[config.mk]
export PLATFORM = sky130hd
export DESIGN_NAME = spi_helpers_minion_router
export DESIGN_NICKNAME = d
export VERILOG_FILES = /design/src/rtl/spi_helpers_router_pkg.sv /design/src/rtl/spi_helpers_rr_arbiter.sv /design/src/rtl/spi_helpers_minion_router.sv
export SDC_FILE = /design/constraint.sdc
export NUM_CORES = 1
export LEC_CHECK = 0
export CORE_MARGIN = 2
export CORE_UTILIZATION = 31
export CTS_CLUSTER_SIZE = 8
export DETAILED_ROUTE_END_ITERATION = 16
export GPL_ROUTABILITY_DRIVEN = 0
export PLACE_DENSITY_LB_ADDON = 0.05
export SLEW_MARGIN = 5
export SYNTH_ARGS = -nofsm -noshare
export SYNTH_HDL_FRONTEND = slang
export SYNTH_SLANG_ARGS = --single-unit
[constraint.sdc]
create_clock -name clk -period 2.9 [get_ports clk]
set_input_delay 0.58 -clock clk [delete_from_list [all_inputs] [get_ports clk]]
set_output_delay 0.58 -clock clk [all_outputs]
set_load 0.05 [all_outputs]
[src/rtl/spi_helpers_router_pkg.sv]
// ---------------------------------------------------------------------------
// spi_helpers_router_pkg
//
// Shared definitions for the SPI minion router.
//   router_aw(np)        : address width needed to select one of np endpoints
//   router_dw(nbits, np) : payload width left after the address field
//   dn_entry_t           : downstream entry layout {addr, data}
//   up_entry_t           : upstream entry layout {src, data}
//
// The entry structs describe the layout of the default 8-bit frame,
// 4-endpoint build. The router itself slices messages with widths derived
// from its own parameters, so other configurations use the same field order.
// ---------------------------------------------------------------------------
package spi_helpers_router_pkg;

    localparam int MAX_PORTS = 16;

    function automatic int router_aw(input int np);
        return $clog2(np);
    endfunction

    function automatic int router_dw(input int nbits, input int np);
        return (nbits - 2) - $clog2(np);
    endfunction

    localparam int DEF_NBITS     = 8;
    localparam int DEF_NUM_PORTS = 4;
    localparam int DEF_AW        = router_aw(DEF_NUM_PORTS);
    localparam int DEF_DW        = router_dw(DEF_NBITS, DEF_NUM_PORTS);

    typedef struct packed {
        logic [DEF_AW-1:0] addr;
        logic [DEF_DW-1:0] data;
    } dn_entry_t;

    typedef struct packed {
        logic [DEF_AW-1:0] src;
        logic [DEF_DW-1:0] data;
    } up_entry_t;

endpackage

[src/rtl/spi_helpers_rr_arbiter.sv]
// ---------------------------------------------------------------------------
// spi_helpers_rr_arbiter
//
// Round-robin arbiter. The grant is the first request found at or after the
// internal pointer, searching cyclically. The pointer moves to one past the
// granted index whenever en is high and at least one request is present.
//
// Ports:
//   clk, reset_n : clock, asynchronous active-low reset (pointer -> 0)
//   req          : request vector, one bit per port
//   en           : the granted request is consumed this cycle
//   grant        : one-hot grant (all zero when no request)
//   grant_idx    : binary index of the granted port
// ---------------------------------------------------------------------------
module spi_helpers_rr_arbiter
    import spi_helpers_router_pkg::*;
#(
    parameter  int num_ports = 4,
    localparam int AW        = router_aw(num_ports)
) (
    input  logic                 clk,
    input  logic                 reset_n,
    input  logic [num_ports-1:0] req,
    input  logic                 en,
    output logic [num_ports-1:0] grant,
    output logic [AW-1:0]        grant_idx
);

    logic [AW-1:0] ptr_reg;
    logic [AW-1:0] ptr_next;
    logic          any_req;

    // Cyclic priority search starting at the pointer.
    always_comb begin
        int          idx;
        logic [AW-1:0] idx_l;
        idx       = 0;
        idx_l     = '0;
        grant     = '0;
        grant_idx = '0;
        any_req   = 1'b0;
        for (int k = 0; k < num_ports; k++) begin
            idx = int'(ptr_reg) + k;
            if (idx >= num_ports) begin
                idx = idx - num_ports;
            end
            idx_l = AW'(idx);
            if (!any_req && req[idx_l]) begin
                any_req          = 1'b1;
                grant[idx_l]     = 1'b1;
                grant_idx        = idx_l;
            end
        end
    end

    always_comb begin
        ptr_next = ptr_reg;
        if (en && any_req) begin
            ptr_next = (grant_idx == AW'(num_ports - 1)) ? '0 : grant_idx + AW'(1);
        end
    end

    always_ff @(posedge clk or negedge reset_n) begin
        if (!reset_n) begin
            ptr_reg <= '0;
        end else begin
            ptr_reg <= ptr_next;
        end
    end

endmodule

[src/rtl/spi_helpers_minion_router.sv]
// ---------------------------------------------------------------------------
// spi_helpers_minion_router
//
// Connects the SPI minion adapter's val/rdy channels to num_ports endpoints.
//   Downstream: dn_msg = {addr, data} is steered to endpoint addr through a
//               one-entry register (1-cycle latency, full throughput).
//               Addresses >= num_ports are accepted and dropped.
//   Upstream:   endpoint responses are arbitrated round-robin, tagged with
//               the source index and presented as up_msg = {src, data}.
//
// Ports:
//   clk, reset_n            : clock, asynchronous active-low reset
//   dn_msg/dn_val/dn_rdy    : from adapter send channel (W = nbits-2 bits)
//   ep_msg/ep_val/ep_rdy    : to endpoints, shared data, one-hot valid
//   rsp_msg/rsp_val/rsp_rdy : from endpoints, port i at [i*DW +: DW]
//   up_msg/up_val/up_rdy    : to adapter recv channel
//   drop_cnt                : saturating count of dropped messages, only
//                             present when SPI_HELPERS_ROUTER_DROP_CNT_EN
//                             is defined
// ---------------------------------------------------------------------------
module spi_helpers_minion_router
    import spi_helpers_router_pkg::*;
#(
    parameter  int nbits     = 8,
    parameter  int num_ports = 4,
    localparam int W         = nbits - 2,
    localparam int AW        = router_aw(num_ports),
    localparam int DW        = router_dw(nbits, num_ports)
) (
    input  logic                    clk,
    input  logic                    reset_n,
    input  logic [W-1:0]            dn_msg,
    input  logic                    dn_val,
    output logic                    dn_rdy,
    output logic [DW-1:0]           ep_msg,
    output logic [num_ports-1:0]    ep_val,
    input  logic [num_ports-1:0]    ep_rdy,
    input  logic [num_ports*DW-1:0] rsp_msg,
    input  logic [num_ports-1:0]    rsp_val,
    output logic [num_ports-1:0]    rsp_rdy,
    output logic [W-1:0]            up_msg,
    output logic                    up_val,
    input  logic                    up_rdy
`ifdef SPI_HELPERS_ROUTER_DROP_CNT_EN
    ,
    output logic [7:0]              drop_cnt
`endif
);

    genvar gi;

    if (DW < 1) begin : g_dw_check
        $error("spi_helpers_minion_router: nbits too small for num_ports (DW < 1)");
    end
    if (num_ports < 2 || num_ports > MAX_PORTS) begin : g_ports_check
        $error("spi_helpers_minion_router: num_ports must be in 2..16");
    end

    // -----------------------------------------------------------------------
    // Downstream path
    // -----------------------------------------------------------------------
    logic          dn_full_reg;
    logic [AW-1:0] dn_addr_reg;
    logic [DW-1:0] dn_data_reg;

    logic [AW-1:0] dn_addr;
    logic [DW-1:0] dn_data;
    logic          dn_addr_ok;
    logic          dn_drain;
    logic          dn_accept;

    assign dn_addr = dn_msg[W-1:DW];
    assign dn_data = dn_msg[DW-1:0];

    // Every address is routable when num_ports fills the address space.
    if ((1 << AW) == num_ports) begin : g_addr_all_ok
        assign dn_addr_ok = 1'b1;
    end else begin : g_addr_range
        localparam logic [AW:0] PORT_LIMIT = num_ports[AW:0];
        assign dn_addr_ok = ({1'b0, dn_addr} < PORT_LIMIT);
    end

    // Only routable addresses are ever stored, so the decode is one-hot.
    for (gi = 0; gi < num_ports; gi++) begin : g_ep_val
        assign ep_val[gi] = dn_full_reg && (dn_addr_reg == AW'(gi));
    end

    assign ep_msg    = dn_data_reg;
    assign dn_drain  = |(ep_val & ep_rdy);
    // No handshake completes while reset is held; ready passes through on
    // a same-cycle drain so a stream moves at one message per cycle.
    assign dn_rdy    = reset_n & (~dn_full_reg | dn_drain);
    assign dn_accept = dn_val & dn_rdy;

    always_ff @(posedge clk or negedge reset_n) begin
        if (!reset_n) begin
            dn_full_reg <= 1'b0;
            dn_addr_reg <= '0;
            dn_data_reg <= '0;
        end else begin
            if (dn_accept) begin
                // An unroutable message is consumed but leaves the slot empty.
                dn_full_reg <= dn_addr_ok;
                if (dn_addr_ok) begin
                    dn_addr_reg <= dn_addr;
                    dn_data_reg <= dn_data;
                end
            end else if (dn_drain) begin
                dn_full_reg <= 1'b0;
            end
        end
    end

`ifdef SPI_HELPERS_ROUTER_DROP_CNT_EN
    logic [7:0] drop_cnt_reg;

    always_ff @(posedge clk or negedge reset_n) begin
        if (!reset_n) begin
            drop_cnt_reg <= 8'd0;
        end else if (dn_accept && !dn_addr_ok && (drop_cnt_reg != 8'hFF)) begin
            drop_cnt_reg <= drop_cnt_reg + 8'd1;
        end
    end

    assign drop_cnt = drop_cnt_reg;
`endif

    // -----------------------------------------------------------------------
    // Upstream path
    // -----------------------------------------------------------------------
    logic          up_full_reg;
    logic [AW-1:0] up_src_reg;
    logic [DW-1:0] up_data_reg;

    logic                 up_load;
    logic                 rsp_any;
    logic [num_ports-1:0] grant;
    logic [AW-1:0]        grant_idx;
    logic [DW-1:0]        rsp_masked [num_ports];
    logic [DW-1:0]        rsp_sel;

    assign up_load = reset_n & (~up_full_reg | up_rdy);
    assign rsp_any = |rsp_val;

    spi_helpers_rr_arbiter #(
        .num_ports (num_ports)
    ) u_arbiter (
        .clk       (clk),
        .reset_n   (reset_n),
        .req       (rsp_val),
        .en        (up_load),
        .grant     (grant),
        .grant_idx (grant_idx)
    );

    assign rsp_rdy = grant & {num_ports{up_load}};

    // One-hot AND-OR select of the granted response data.
    for (gi = 0; gi < num_ports; gi++) begin : g_rsp_mask
        assign rsp_masked[gi] = grant[gi] ? rsp_msg[gi*DW +: DW] : '0;
    end

    always_comb begin
        rsp_sel = '0;
        for (int i = 0; i < num_ports; i++) begin
            rsp_sel = rsp_sel | rsp_masked[i];
        end
    end

    always_ff @(posedge clk or negedge reset_n) begin
        if (!reset_n) begin
            up_full_reg <= 1'b0;
            up_src_reg  <= '0;
            up_data_reg <= '0;
        end else if (up_load) begin
            up_full_reg <= rsp_any;
            if (rsp_any) begin
                up_src_reg  <= grant_idx;
                up_data_reg <= rsp_sel;
            end
        end
    end

    assign up_val = up_full_reg;
    assign up_msg = {up_src_reg, up_data_reg};

endmodule

Word-level counts from Yosys, hierarchy flattened. Cells that the tools add are included.

Flip-flop bits (word level): 16. Input port bits: 34. Output and inout port bits: 20. Word-level logic and storage cells: 105.

Add/subtract/negate cells: 8. Magnitude comparators: 12. Eq/ne operators: 4. Mux-type cells: 39. Bitwise operators: 15. Reductions and logical operators: 20.

Operators with widths (number): 4-bit 2-to-1 mux (8); 4-bit bitwise OR (6); 2-bit 2-to-1 mux (9); 1-bit 2-to-1 mux (14); 1-bit logical AND (12); 2-bit by 3-bit < comparator with 1-bit output (second input constant) (4); 3-bit greater-or-equal comparator (second input constant) (3); 4-bit AND (2); 1-bit binary-select mux with 2-bit select (4); 1-bit demux with 2-bit select (4); 2-bit by 1-bit greater-or-equal comparator with 1-bit output (second input constant) (4); 4-bit OR reduction (2); 2-bit by 1-bit subtractor with 2-bit output (second input constant) (4); 2-bit by 2-bit adder with 3-bit output (second input constant) (2); 2-bit == test (second input constant) (3); 2-bit by 1-bit adder with 3-bit output (second input constant) (1); 1-bit AND (3); 2-bit by 3-bit greater-or-equal comparator with 1-bit output (second input constant) (1); 1-bit zero test (3); 2-bit by 1-bit adder with 2-bit output (second input constant) (1); 2-bit by 1-bit == test with 1-bit output (second input constant) (1); 2-bit zero test (1); 1-bit inverter (2); 1-bit bitwise OR (2); 2 further kinds (2).

Longest topological paths before layout. Gate-level depths: netlist of run 1.

Depth in word-level cells: 18. Mapped depth: 10. Depth with buffers taken out: 8.

Hierarchy. Synthesis of run 1 repeated with hierarchy kept, for this count alone.

Cell total of the unflattened synthesis: 114. Area total of the unflattened synthesis: 1257.5 um^2.

Modules (own cells, without submodules): spi_helpers_minion_router (times used 1, cells an instance 62, area an instance 747.0 um^2, seq. area each 350.3 um^2); spi_helpers_rr_arbiter (times used 1, cells an instance 52, area an instance 510.5 um^2, seq. area each 50.0 um^2).

Worst setup path after synthesis of run 1. No wires, ideal clock.

Path type: register to output. Start point: reg with a tool-made name. End point: out rsp_rdy[0]. Arrival: 2878 ps. Required time: 2320 ps. Path slack: -558 ps. Cell stages (with the launch flop): 11. Buffers on the path: 2. Cell sequence: dfrtp_1 clkbuf_1 inv_1 ha_1 buf_2 mux2i_1 mux2_2 a211oi_1 a21oi_1 a21oi_1 nor2_1.

RTL lines: end, declared (RTL line spi_helpers_minion_router.sv:40) `output logic [num_ports-1:0] rsp_rdy,`.

Worst setup path in the final report of run 1.
Start point: in rsp_val[1]. End point: out rsp_rdy[3].

Longest elaborated chain between the ends: 13. Elaborated cells on any way between the ends: 25. Classes of those cells: mux (15); bitwise (4); reduce/logical (6).

Ends and longest elaborated chain: start, declared (RTL line spi_helpers_minion_router.sv:39) `input logic [num_ports-1:0] rsp_val,`; 1-bit binary-select mux with 2-bit select (RTL line spi_helpers_rr_arbiter.sv:48) `if (!any_req && req[idx_l]) begin`; 1-bit 2-to-1 mux (implied by the code) (RTL line spi_helpers_rr_arbiter.sv:48); 1-bit 2-to-1 mux (RTL line spi_helpers_rr_arbiter.sv:48); 1-bit zero test (RTL line spi_helpers_rr_arbiter.sv:48); 1-bit logical AND (RTL line spi_helpers_rr_arbiter.sv:48); 1-bit 2-to-1 mux (RTL line spi_helpers_rr_arbiter.sv:48); 1-bit zero test (RTL line spi_helpers_rr_arbiter.sv:48); 1-bit logical AND (RTL line spi_helpers_rr_arbiter.sv:48); 1-bit 2-to-1 mux (RTL line spi_helpers_rr_arbiter.sv:48); 1-bit zero test (RTL line spi_helpers_rr_arbiter.sv:48); 1-bit logical AND (RTL line spi_helpers_rr_arbiter.sv:48); 4-bit 2-to-1 mux * (RTL line spi_helpers_rr_arbiter.sv:48); 4-bit AND * (RTL line spi_helpers_minion_router.sv:156) `assign rsp_rdy = grant & {num_ports{up_load}};`.

Every way passes the cells marked *; elsewhere a longest branch is shown, timed or not. The select of a mux whose other input is x is not followed.

==> results, run 1 <==
- The clock transition at the registers of the reported paths is 60 ps.
- The required time reported for the critical path endpoint is 2320 ps.
- The Yosys step of the flow raised 0 warnings.
- The via count of the first global-routing pass came to 1647.
- The element type at the critical path end is an output port.
- The remaining global-route overflow is 0.
- The clock net in this run drives a total of 16 sinks.
- The average footprint of a synthesized cell is 8.47 um2.
- The die is 71.6 um wide.
- The total DRC errors in the routed layout is 0.
- For this design the static power due to leakage is 0.994 nW.
- The count of filler cells inserted in the layout is 422.
- The clock skew is 5.44 ps.
- The number of hold buffers added after CTS was 0.
- The share of cells above drive strength 1 is 30.2%.
- The root buffer cell chosen for the clock tree is clkbuf_8.
- The critical path class is primary input to output port.
- The cell area after technology mapping is 1420 um2.
- The number of pins with negative max-slew slack in the final report is 0.
- The first global-routing pass estimated 7420 um of wire.
- The number of enable flip-flop cells after synthesis is 0.
- The die covers 5120 um2.
- The largest single stage delay on the critical path is 470 ps.
- Power spread over the standard cell area amounts to 1110 nW/um2.
- Setup repair after global routing could not meet its margin everywhere.
- Setup violations remaining at the end of the flow were counted as 0.
- In the final layout, the multi-input gates occupy 1030 um2.
- The worst setup path is launched from a primary input.
- The count of routing violations after the opening detailed-route iteration is 66.
- After legalization and detailed placement, the total HPWL measured 3620 um.
- 0 antenna diodes ended up in the layout.
- Synthesis produced a netlist whose cell count is 167.
- The total count of hold-check failures in the final report is 0.
- At the later pin of the worst-skew pair, clock insertion delay measures 250 ps.
- After floorplanning, the core was divided into 24 placement rows.
- The final design utilization is 54.6%.
- After detailed routing, the total wire length is 4530 um.
- Dividing the detail-routed via count by the number of cells gives 5.40.
- Dividing the detail-routed wire length by the instance count gives 15.2 um.
- Across the run, the number of max-cap violations was 0.
- The finished layout holds 297 standard cells, fillers aside.
- Among all flip-flop cells after synthesis, the most frequent one is dfrtp_1.
- The count of vias placed by the detailed router is 1604.
- During I/O placement, the number of pins put on the boundary was 54.
- The sequential share of the synthesized area is 28.3%.
- After detailed placement, the design holds a cell count of 292.
- The worst ir drop on vdd is 445 uV.
- The core region is 4380 um2.
- At the worst endpoint, the arrival time is 2230 ps.
- For this run, the detailed router's first-pass iteration total came to 5.
- The transition time of the tightest slew-check pin is 526 ps.
- CTS built an H-tree with a depth of 1.
- The largest individual stage delay along the critical path comes from the cell or3b_2.
- TritonCTS created 3 clock buffers.
- In this run, distinct cell masters in the synthesized netlist total 44.
- The clock tree from TritonCTS is built.
- The port buffer count is 53.
- The worst slew margin relative to its limit is 64.8%.
- Compared with the post-synthesis result, the final layout area differs by 69.1%.
- The number of antenna violations at the first check in global routing is 0.
- In this run the worst hold path is classified as flop to flop.
- The maximum frequency from static timing analysis is 356 MHz.
- The overall die height is 71.6 um.
- The post-route fraction of the period consumed by the critical path is 96.9%.
- The run finished with clean final reports.
- The count of state elements after synthesis is 16.
- Once the floorplan was initialized, standard cells occupied 32.3% of the core.
- At the placement stage, the worst setup path has a slack of -229 ps.
- Global routing used 18.0% of the available tracks across all layers.
- The sequential cells in the finished layout cover a total of 400 um2.
- The number of nets in the final layout is 286.
- The synthesized net count is 207.
- The worst setup slack after layout is 89.1 ps.
- The minimum clock period is 2810 ps.
- The detail route stage leaves a number of antenna-violating nets equal to 0.
- Walking the worst path, the cells encountered are clkdlybuf4s15_1 > or3b_2 > a211o_1 > nand2_4 > a21oi_1 > buf_4 > nor2_4 > buf_12.
- In the synthesized netlist the async set-or-reset flop fraction comes to 100%.
- The critical-path maximum fanout is 6.
- The buffer depth of the longest clock path is 2.
- The pin count of the biggest net entering global routing is 23.
worst max-delay path: cells and delay by family:
family                 cells  cell delay [ps]
AND/OR/NAND/NOR            3              690
buffers and inverters      3              560
AO/OA/AOI/OAI              2              390
logic make-up (layout without fill, tap and decap cells):
logic type / after synthesis / in the layout / synth area share, %
compound gates: 55 / 55 / 27.7
simple gates: 55 / 55 / 18.9
buf+inv: 20 / 98 / 6.90
flops: 16 / 16 / 28.3
mux: 14 / 14 / 12.3
fa+ha+maj: 6 / 6 / 5.30
xor+xnor: 1 / 1 / 0.619
cell type report:
type	count	area share (%)
Sequential cell	16	16.7
Inverter	9	1.41
Clock buffer	4	2.30
Timing Repair Buffer	85	33.8
Multi-Input combinational cell	131	43.0
Tap cell	52	2.72
where the power goes:
| part | total, W | leakage [nW] | internal (W) | switching [W] |
|---|---|---|---|---|
| Clock | 0.000196 | 0.0288 | 0.000120 | 0.0000754 |
| Combinational | 0.00210 | 0.781 | 0.000954 | 0.00114 |
| Sequential | 0.000364 | 0.185 | 0.000308 | 0.0000568 |
cells in the final DEF (no fill, tap or decap), types with 2 or more instances in the layout:
| cell | n |
|---|---|
| a211oi_2 | 3 |
| a21o_1 | 3 |
| a21oi_1 | 5 |
| a21oi_2 | 7 |
| a221oi_1 | 5 |
| a222oi_1 | 4 |
| a22oi_1 | 3 |
| buf_12 | 4 |
| buf_4 | 32 |
| clkbuf_8 | 4 |
| clkdlybuf4s15_1 | 2 |
| clkdlybuf4s50_1 | 44 |
| dfrtp_1 | 16 |
| dlygate4sd2_1 | 2 |
| ha_1 | 3 |
| ha_2 | 2 |
| inv_1 | 8 |
| mux2_2 | 6 |
| mux2i_1 | 3 |
| mux2i_4 | 2 |
| mux4_2 | 2 |
| nand2_1 | 15 |
| nand2b_1 | 4 |
| nand3b_1 | 3 |
| nor2_1 | 15 |
| nor2_4 | 4 |
| nor2b_1 | 2 |
| nor3_1 | 2 |
| nor3b_1 | 2 |
| o211ai_1 | 3 |
| o21ai_0 | 10 |
| o221ai_1 | 2 |
| o22ai_1 | 3 |
synth_stat cells (4+ instances only):
library cell	number	area, um2
nor2_1	19	71.3
dfrtp_1	16	400
nand2_1	15	56.3
a21oi_1	10	50.1
o21ai_0	10	50.1
inv_1	9	33.8
mux2_2	7	78.8
ha_1	6	75.1
a221oi_1	5	43.8
buf_2	5	25.0
mux2i_1	5	50.1
a222oi_1	4	40.0
nand2b_1	4	25.0
timing repair:
item / in CTS / in global routing
buffers inserted: 1 / 0
resized for setup: 13 / 8
pin swaps: 1 / 1
gates cloned: 0 / 0
setup endpoints to repair: 4 / 4
worst paths after layout:
kind,start,end,slack [ps],cells past startpoint
min,up_src_reg[0]$_DFFE_PN0P_,up_src_reg[0]$_DFFE_PN0P_,500,2
max in group asynchronous,reset_n,ep_msg[1]$_DFFE_PN0P_,2010,2
max reg2reg,u_arbiter.ptr_reg[1]$_DFFE_PN0P_,up_data_reg[1]$_DFFE_PN0P_,550,10
max,rsp_val[1],rsp_rdy[3],90,8
min in group asynchronous,reset_n,dn_addr_reg[0]$_DFFE_PN0P_,740,2
min reg2reg,up_src_reg[0]$_DFFE_PN0P_,up_src_reg[0]$_DFFE_PN0P_,500,2
metal layers:
| layer | wire [um] | up-vias | GRT usage, % | part of all wire, % |
|---|---|---|---|---|
| met3 | 264 | 9 | 4.50 | 5.8 |
| met4 | 77 | 0 | 4.82 | 1.7 |
| met1 | 1910 | 760 | 22.0 | 42 |
| met2 | 2280 | 57 | 31.6 | 50 |
| li1 | - | 778 | - | - |
| met5 | 0 | - | 0 | 0 |
through the flow:
step	TNS, ps	instance area, um2	total power, W	hold slack (ps)
detailed placement	-829	2270	0.00234	473
CTS	0	2360	0.00262	510
global placement	-691	2270	0.00231	468
global route	-2.27	2390	0.00285	533
finish	0	2390	0.00266	505
floorplan	0	1480	0.00163	284
Power figures use the tool's default switching activity.
==> inputs of run 2 (changes only) <==
==> constraint.sdc (replaced) <==
create_clock -name clk -period 2.26 [get_ports clk]
set_input_delay 0.452 -clock clk [delete_from_list [all_inputs] [get_ports clk]]
set_output_delay 0.452 -clock clk [all_outputs]
set_load 0.05 [all_outputs]
==> run 2 against run 1 <==
  * Largest power group unchanged
  * Clock power rose by 25%
  * Register-to-register slack got worse by 590 ps
  * Sequential share of layout area fell by 0.80 points
  * Global-route usage rose by 0.69 points
  * Largest cell class unchanged
  * Clock-buffer cell count did not move
  * The run now ends with negative setup slack left
  * Final cell count rose by 2.4%
  * Via count rose by 2.2%
  * Total power rose by 35%
  * First-iteration DRC count rose by 85%
  * Flip-flop and latch count did not move
==> results, run 2 (synthesis results as in run 1) <==
- The clock tree root buffer cell is clkbuf_8 (unchanged).
- The count of routing violations after the opening detailed-route iteration was 122 (was 66).
- Run status: finished, violations left (was finished, final reports clean).
- The max-capacitance violation count is 0 (unchanged).
- The worst reg2reg path endpoint is up_data_reg[2]$_DFFE_PN0P_ (was up_data_reg[1]$_DFFE_PN0P_).
- The count of filler cells inserted in the layout came to 416 (was 422).
- The remaining antenna violation count after routing is 0 (unchanged).
- The clock tree from TritonCTS is built (unchanged).
- The beginning of the worst register-to-register path is u_arbiter.ptr_reg[1]$_DFFE_PN0P_ (unchanged).
- The final routed wire length divided by cell count came to 15.4 um (was 15.2 um).
- The critical path class is flop to output port (was primary input to output port).
- The overall die height is 71.6 um (unchanged).
- The buffer depth of the longest clock path is 2 (unchanged).
- The starting density of the core is 32.3% (unchanged).
- The worst setup slack for register-to-register paths was -40 ps (was 550 ps).
- Cells along the critical path: buf_4 > mux4_2 > a211oi_2 > a21oi_2 > a21oi_2 > nor2_4 > buf_12 (was clkdlybuf4s15_1 > or3b_2 > a211o_1 > nand2_4 > a21oi_1 > buf_4 > nor2_4 > buf_12).
- The total count of hold-check failures in the final report came to 0 (unchanged).
- The most common cell after layout, fill and taps aside is clkdlybuf4s50_1 (unchanged).
- The number of nets in the final layout is 293 (was 286).
- The element type at the critical path start is a flop (was primary input).
- The count of vias placed by the detailed router was 1640 (was 1604).
- The maximum frequency from static timing analysis is 381 MHz.
- The standard cell area after detailed placement is 2330 um2 (was 2270 um2).
- The data arrival time at the worst-slack endpoint is 2170 ps (was 2230 ps).
- Unrepaired setup endpoints after global routing: yes (unchanged).
- Counting stages on the worst path, the most repeated cell is a21oi_2.
- The antenna cell count came to 0 (unchanged).
- The library cell contributing the largest single delay on the critical path is mux4_2 (was or3b_2).
- The transition time of the tightest slew-check pin is 514 ps (was 526 ps).
- The core box area came to 4380 um2 (unchanged).
- The post-route fraction of the period consumed by the critical path is 116%.
- The element type at the critical path end is an output port (unchanged).
- The share of cells above drive strength 1 came to 35.3% (was 30.2%).
- The final routed wirelength across all metal layers is 4680 um (was 4530 um).
- The overall track demand over capacity in global routing is 18.7% (was 18.0%).
- Top library cells by usage in the layout, fill and taps aside: clkdlybuf4s50_1, buf_4, nand2_1, dfrtp_1, nor2_1 (was clkdlybuf4s50_1, buf_4, dfrtp_1).
- The number of buffers created by CTS came to 3 (unchanged).
- The TritonCTS sink count is 16 (unchanged).
- The top-level I/O count was 54 (unchanged).
- The finished layout cell area is 2520 um2 (was 2390 um2).
- The required time reported for the critical path endpoint is 1810 ps (was 2320 ps).
- The number of failing setup endpoints in the final timing report is 6 (was 0).
- The worst stage delay on the critical path is 610 ps (was 470 ps).
- The pin count of the biggest net entering global routing is 17 (was 23).
- The worst setup slack after layout is -364 ps (was 89.1 ps).
- The number of pins with negative max-slew slack in the final report came to 0 (unchanged).
- The minimum clock period is 2620 ps.
- The first-pass GRT wire length came to 7790 um (was 7420 um).
- The total number of H-tree levels is 1 (unchanged).
- The synthesis-to-layout area growth was 78.2% (was 69.1%).
- The remaining global-route overflow was 0 (unchanged).
- The ratio of total power to cell area was 1430 nW/um2 (was 1110 nW/um2).
- The clock insertion delay at the later pin of the skew report is 240 ps (was 250 ps).
- The critical-path maximum fanout was 9 (was 6).
- The clock transition at the registers of the reported paths is 60 ps (about the same).
- The area enclosed by the die boundary is 5120 um2 (unchanged).
- The final reports fail on negative setup slack.
- The detailed-routing iteration count for the pre-antenna-repair pass came to 6 (was 5).
- The final design utilization is 57.5% (was 54.6%).
- The worst slew margin relative to its limit was 65.6% (was 64.8%).
- The floorplan row count came to 24 (unchanged).
- The mean number of vias per cell is 5.39 (was 5.40).
- The sum of net half-perimeters after detailed placement is 3560 um (was 3620 um).
- The die width came to 71.6 um (unchanged).
- The worst hold path depth is 2 (unchanged).
- The static power due to leakage was 1.08 nW (was 0.994 nW).
- The worst ir drop on vdd is 766 uV (was 445 uV).
- The beginning of the worst hold path is up_src_reg[0]$_DFFE_PN0P_ (unchanged).
- The number of antenna violations at the first check in global routing was 0 (unchanged).
- The clock skew is 1.62 ps (was 5.44 ps).
- The total DRC errors in the routed layout was 0 (unchanged).
- The cell depth of the worst flop-to-flop path is 7 (was 10).
- The filler-free cell count of the finished design is 304 (was 297).
- The path category of the worst min-delay check is flop to flop (unchanged).
- The port buffer count is 53 (unchanged).
- The via count of the first global-routing pass is 1666 (was 1647).
- The number of cells after detailed placement is 293 (was 292).
- The worst hold endpoint is up_src_reg[0]$_DFFE_PN0P_ (unchanged).
[run 2: cell count changes in the layout (fill, tap and decap cells not counted), sizes merged]
cell,change
mux4,+1
dlygate4sd2,+2
dlymetal6s2s,+3
clkdlybuf4s50,-3
clkdlybuf4s15,-2
buf,+6
[run 2: metal layers]
metal,part of all wire (%),global-route usage [%]
met1,43,24.8
met2,51,32.5
met3,5.1,2.53
met4,1.0,4.19
met5,0,0
[run 2: worst max-delay path by stage]
stage / start / to / slack [ps]
6_report: u_arbiter.ptr_reg[1]$_DFFE_PN0P_ / rsp_rdy[1] / -360
2_1_floorplan: flop / rsp_rdy[1] / -350
4_1_cts: flop / rsp_rdy[3] / -380
3_3_place_gp: rsp_val[1] / rsp_rdy[2] / -520
3_5_place_dp: rsp_val[1] / rsp_rdy[3] / -550
5_1_grt: flop / rsp_rdy[3] / -450
[run 2: what timing repair did]
action / CTS / global route
cloned: 1 / 0
pin swaps: 17 / 5
resized for setup: 20 / 5
hold buffers: 0 / 0
endpoints found under the setup margin: 11 / 9
buffers inserted: 6 / 2
[run 2: where the power goes]
group | internal, W | switching [W]
clock | 0.000154 | 0.0000911
combinational | 0.00133 | 0.00154
sequential | 0.000397 | 0.0000882
total | 0.00188 | 0.00172
[run 2: critical path: cells and delay by family (launching register included)]
family / cells / cell delay, ps
compound gates: 3 / 540
simple gates: 1 / 50
buf+inv: 2 / 350
flops: 1 / 370
mux: 1 / 610
[run 2: area by class of cell]
type | count | area (um2) | share of cell area [%]
Tap cell | 52 | 65.1 | 2.58
Timing Repair Buffer | 91 | 880 | 34.9
Multi-Input combinational cell | 132 | 1080 | 42.9
Sequential cell | 16 | 402 | 15.9
Clock buffer | 4 | 55.1 | 2.18
Inverter | 9 | 38.8 | 1.54
[run 2: stage by stage]
stage                     setup TNS [ps]  setup slack (ps)  hold WS [ps]  power (W)
after floorplan                    -1400              -350           156    0.00220
after detailed placement           -5400              -553           477    0.00314
after global placement             -4980              -517           461    0.00308
after global routing               -2220              -448           509    0.00382
after CTS                          -1560              -380           491    0.00355
final                              -1470              -364           490    0.00360
==> inputs of run 3 (changes only) <==
--- a/config.mk
+++ b/config.mk
@@ -7,10 +7,13 @@
 export LEC_CHECK = 0
 export CORE_MARGIN = 2
 export CORE_UTILIZATION = 31
+export CTS_CLUSTER_DIAMETER = 40
 export CTS_CLUSTER_SIZE = 8
 export DETAILED_ROUTE_END_ITERATION = 16
 export GPL_ROUTABILITY_DRIVEN = 0
+export GPL_TIMING_DRIVEN = 0
 export PLACE_DENSITY_LB_ADDON = 0.05
+export SKIP_LAST_GASP = 1
 export SLEW_MARGIN = 5
 export SYNTH_ARGS = -nofsm -noshare
 export SYNTH_HDL_FRONTEND = slang
==> run 3 against run 2 <==
  * The flow still finishes with violations (negative setup slack)
  * Final cell count is 4.3% lower
  * First-iteration DRC count is 41% lower
  * Die area is the same
  * Critical endpoint is now rsp_rdy[3]
==> results, run 3 (synthesis results as in run 1) <==
- Run status: finished, violations left (unchanged).
- Failing checks: negative setup slack (unchanged).
- The number of pins with negative max-slew slack in the final report is 0 (unchanged).
- The static power due to leakage is 0.981 nW (was 1.08 nW).
- The final routed wire length divided by cell count is 15.5 um (was 15.4 um).
- Unrepaired setup endpoints after global routing: yes (unchanged).
- The cell depth of the worst flop-to-flop path is 11 (was 7).
- The element type at the critical path end is an output port (unchanged).
- The final total negative setup slack was -2560 ps (was -1470 ps).
- The clock skew is 4.70 ps (was 1.62 ps).
- The maximum frequency from static timing analysis is 358 MHz (was 381 MHz).
- The detailed-routing iteration count for the pre-antenna-repair pass came to 4 (was 6).
- The number of antenna violations at the first check in global routing is 0 (unchanged).
- The port buffer count came to 49 (was 53).
- The top-level I/O count is 54 (unchanged).
- The ratio of total power to cell area is 1500 nW/um2 (was 1430 nW/um2).
- The worst setup slack after layout came to -536 ps (was -364 ps).
- The buffer depth of the longest clock path is 2 (unchanged).
- The final total power came to 0.00355 W (was 0.00360 W).
- The minimum clock period came to 2800 ps (was 2620 ps).
- The number of buffers created by CTS is 3 (unchanged).
- The number of failing setup endpoints in the final timing report is 8 (was 6).
- The number of nets in the final layout is 280 (was 293).
- The remaining antenna violation count after routing was 0 (unchanged).
- Top library cells by usage in the layout, fill and taps aside: clkdlybuf4s50_1, buf_4, nand2_1, dfrtp_1, nor2_1 (unchanged).
- The clock tree root buffer cell is clkbuf_8 (unchanged).
- The remaining global-route overflow was 0 (unchanged).
- The overall track demand over capacity in global routing is 17.7% (was 18.7%).
- The hold-fix buffer count after cts is 0 (unchanged).
- The data arrival time at the worst-slack endpoint is 2340 ps (was 2170 ps).
- The die width is 71.6 um (unchanged).
- The post-route fraction of the period consumed by the critical path is 124% (was 116%).
- The count of routing violations after the opening detailed-route iteration is 72 (was 122).
- The critical path class is flop to output port (unchanged).
- The pin count of the biggest net entering global routing came to 19 (was 17).
- The path category of the worst min-delay check is primary input to async pin (was flop to flop).
- The floorplan row count is 24 (unchanged).
- The core box area is 4380 um2 (unchanged).
- The starting density of the core is 32.3% (unchanged).
- The area enclosed by the die boundary is 5120 um2 (unchanged).
- The overall die height is 71.6 um (unchanged).
- The total count of hold-check failures in the final report was 0 (unchanged).
- The max-capacitance violation count is 0 (unchanged).
- The final routed wirelength across all metal layers is 4510 um (was 4680 um).
- The via count of the first global-routing pass is 1514 (was 1666).
- The element type at the critical path start is a flop (unchanged).
- The most common cell after layout, fill and taps aside is clkdlybuf4s50_1 (unchanged).
- The mean number of vias per cell came to 5.32 (was 5.39).
- The synthesis-to-layout area growth is 67.6% (was 78.2%).
- The sum of net half-perimeters after detailed placement was 3200 um (was 3560 um).
- The TritonCTS sink count is 16 (unchanged).
- The total number of H-tree levels is 1 (unchanged).
- The transition time of the tightest slew-check pin was 752 ps (was 514 ps).
- The total DRC errors in the routed layout is 0 (unchanged).
- The clock tree from TritonCTS is built (unchanged).
- The antenna cell count is 0 (unchanged).
- The required time reported for the critical path endpoint was 1810 ps (about the same).
- The worst ir drop on vdd is 869 uV (was 766 uV).
- The first-pass GRT wire length is 7270 um (was 7790 um).
- The clock transition at the registers of the reported paths is 70 ps (was 60 ps).
- The clock insertion delay at the later pin of the skew report is 250 ps (was 240 ps).
- The count of vias placed by the detailed router is 1549 (was 1640).
- The critical-path maximum fanout is 5 (was 9).
- The share of cells above drive strength 1 was 33.5% (was 35.3%).
- The worst slew margin relative to its limit was 49.9% (was 65.6%).
run 3: cell count changes in the layout (fill, tap and decap cells not counted), sizes merged:
| cell | change |
|---|---|
| buf | -11 |
| clkdlybuf4s18 | +1 |
| clkinvlp | +1 |
| inv | -1 |
| clkbuf | +3 |
| dlygate4sd2 | -4 |
| mux4 | -1 |
| dlymetal6s2s | -2 |
| clkdlybuf4s50 | +1 |
run 3: what timing repair did:
action / 4_1_cts / 5_1_grt
setup endpoints to repair: 14 / 11
setup buffers: 13 / 7
resized for setup: 52 / 8
pin swaps: 10 / 10
run 3: routing by layer:
layer | part of all wire (%) | GRT usage [%]
met5 | 0 | 0
met4 | 1.3 | 4.82
met3 | 5.2 | 2.11
met2 | 49 | 29.4
met1 | 44 | 24.3
run 3: power by group:
group / leakage [nW] / switching, W / internal, W
combinational: 0.769 / 0.00155 / 0.00126
sequential: 0.184 / 0.0000796 / 0.000396
clock: 0.0288 / 0.000104 / 0.000155
run 3: cell type report:
cell class	instances	area (um2)
Timing Repair Buffer	69	653
Clock buffer	4	55.1
Buffer	10	70.1
Sequential cell	16	402
Tap cell	52	65.1
Fill cell	399	2010
Inverter	9	45.0
Multi-Input combinational cell	131	1080
run 3: final timing paths:
check                      slack [ps]                             start                    endpoint
max                              -540  u_arbiter.ptr_reg[1]$_DFFE_PN0P_                  rsp_rdy[3]
min                               220                           reset_n  up_data_reg[2]$_DFFE_PN0P_
max reg2reg                      -140  u_arbiter.ptr_reg[1]$_DFFE_PN0P_  up_data_reg[0]$_DFFE_PN0P_
min reg2reg                       500         up_src_reg[0]$_DFFE_PN0P_   up_src_reg[0]$_DFFE_PN0P_
max in group asynchronous        1700                           reset_n                   async pin
min in group clk                  500         up_src_reg[0]$_DFFE_PN0P_   up_src_reg[0]$_DFFE_PN0P_
run 3: stage by stage:
stage / utilization (%) / area, um2 / hold slack [ps] / cells / setup WS (ps)
floorplan: - / 1530 / 156 / 167 / -350
global placement: 47.5 / 2080 / 465 / 268 / -1400
detailed placement: 47.5 / 2080 / 481 / 268 / -1400
CTS: 52.5 / 2300 / 244 / 284 / -556
global route: 54.1 / 2370 / 262 / 291 / -666
finish: 54.1 / 2370 / 224 / 291 / -536
run 3: worst max-delay path: stages, from the launching register on:
cell,delay (ps)
dfrtp_1,380
buf_6,120
clkinvlp_4,90
ha_4,320
mux2i_4,270
mux2_4,230
o211ai_1,100
a21oi_2,210
a21oi_2,80
nor2_4,130
buf_8,150
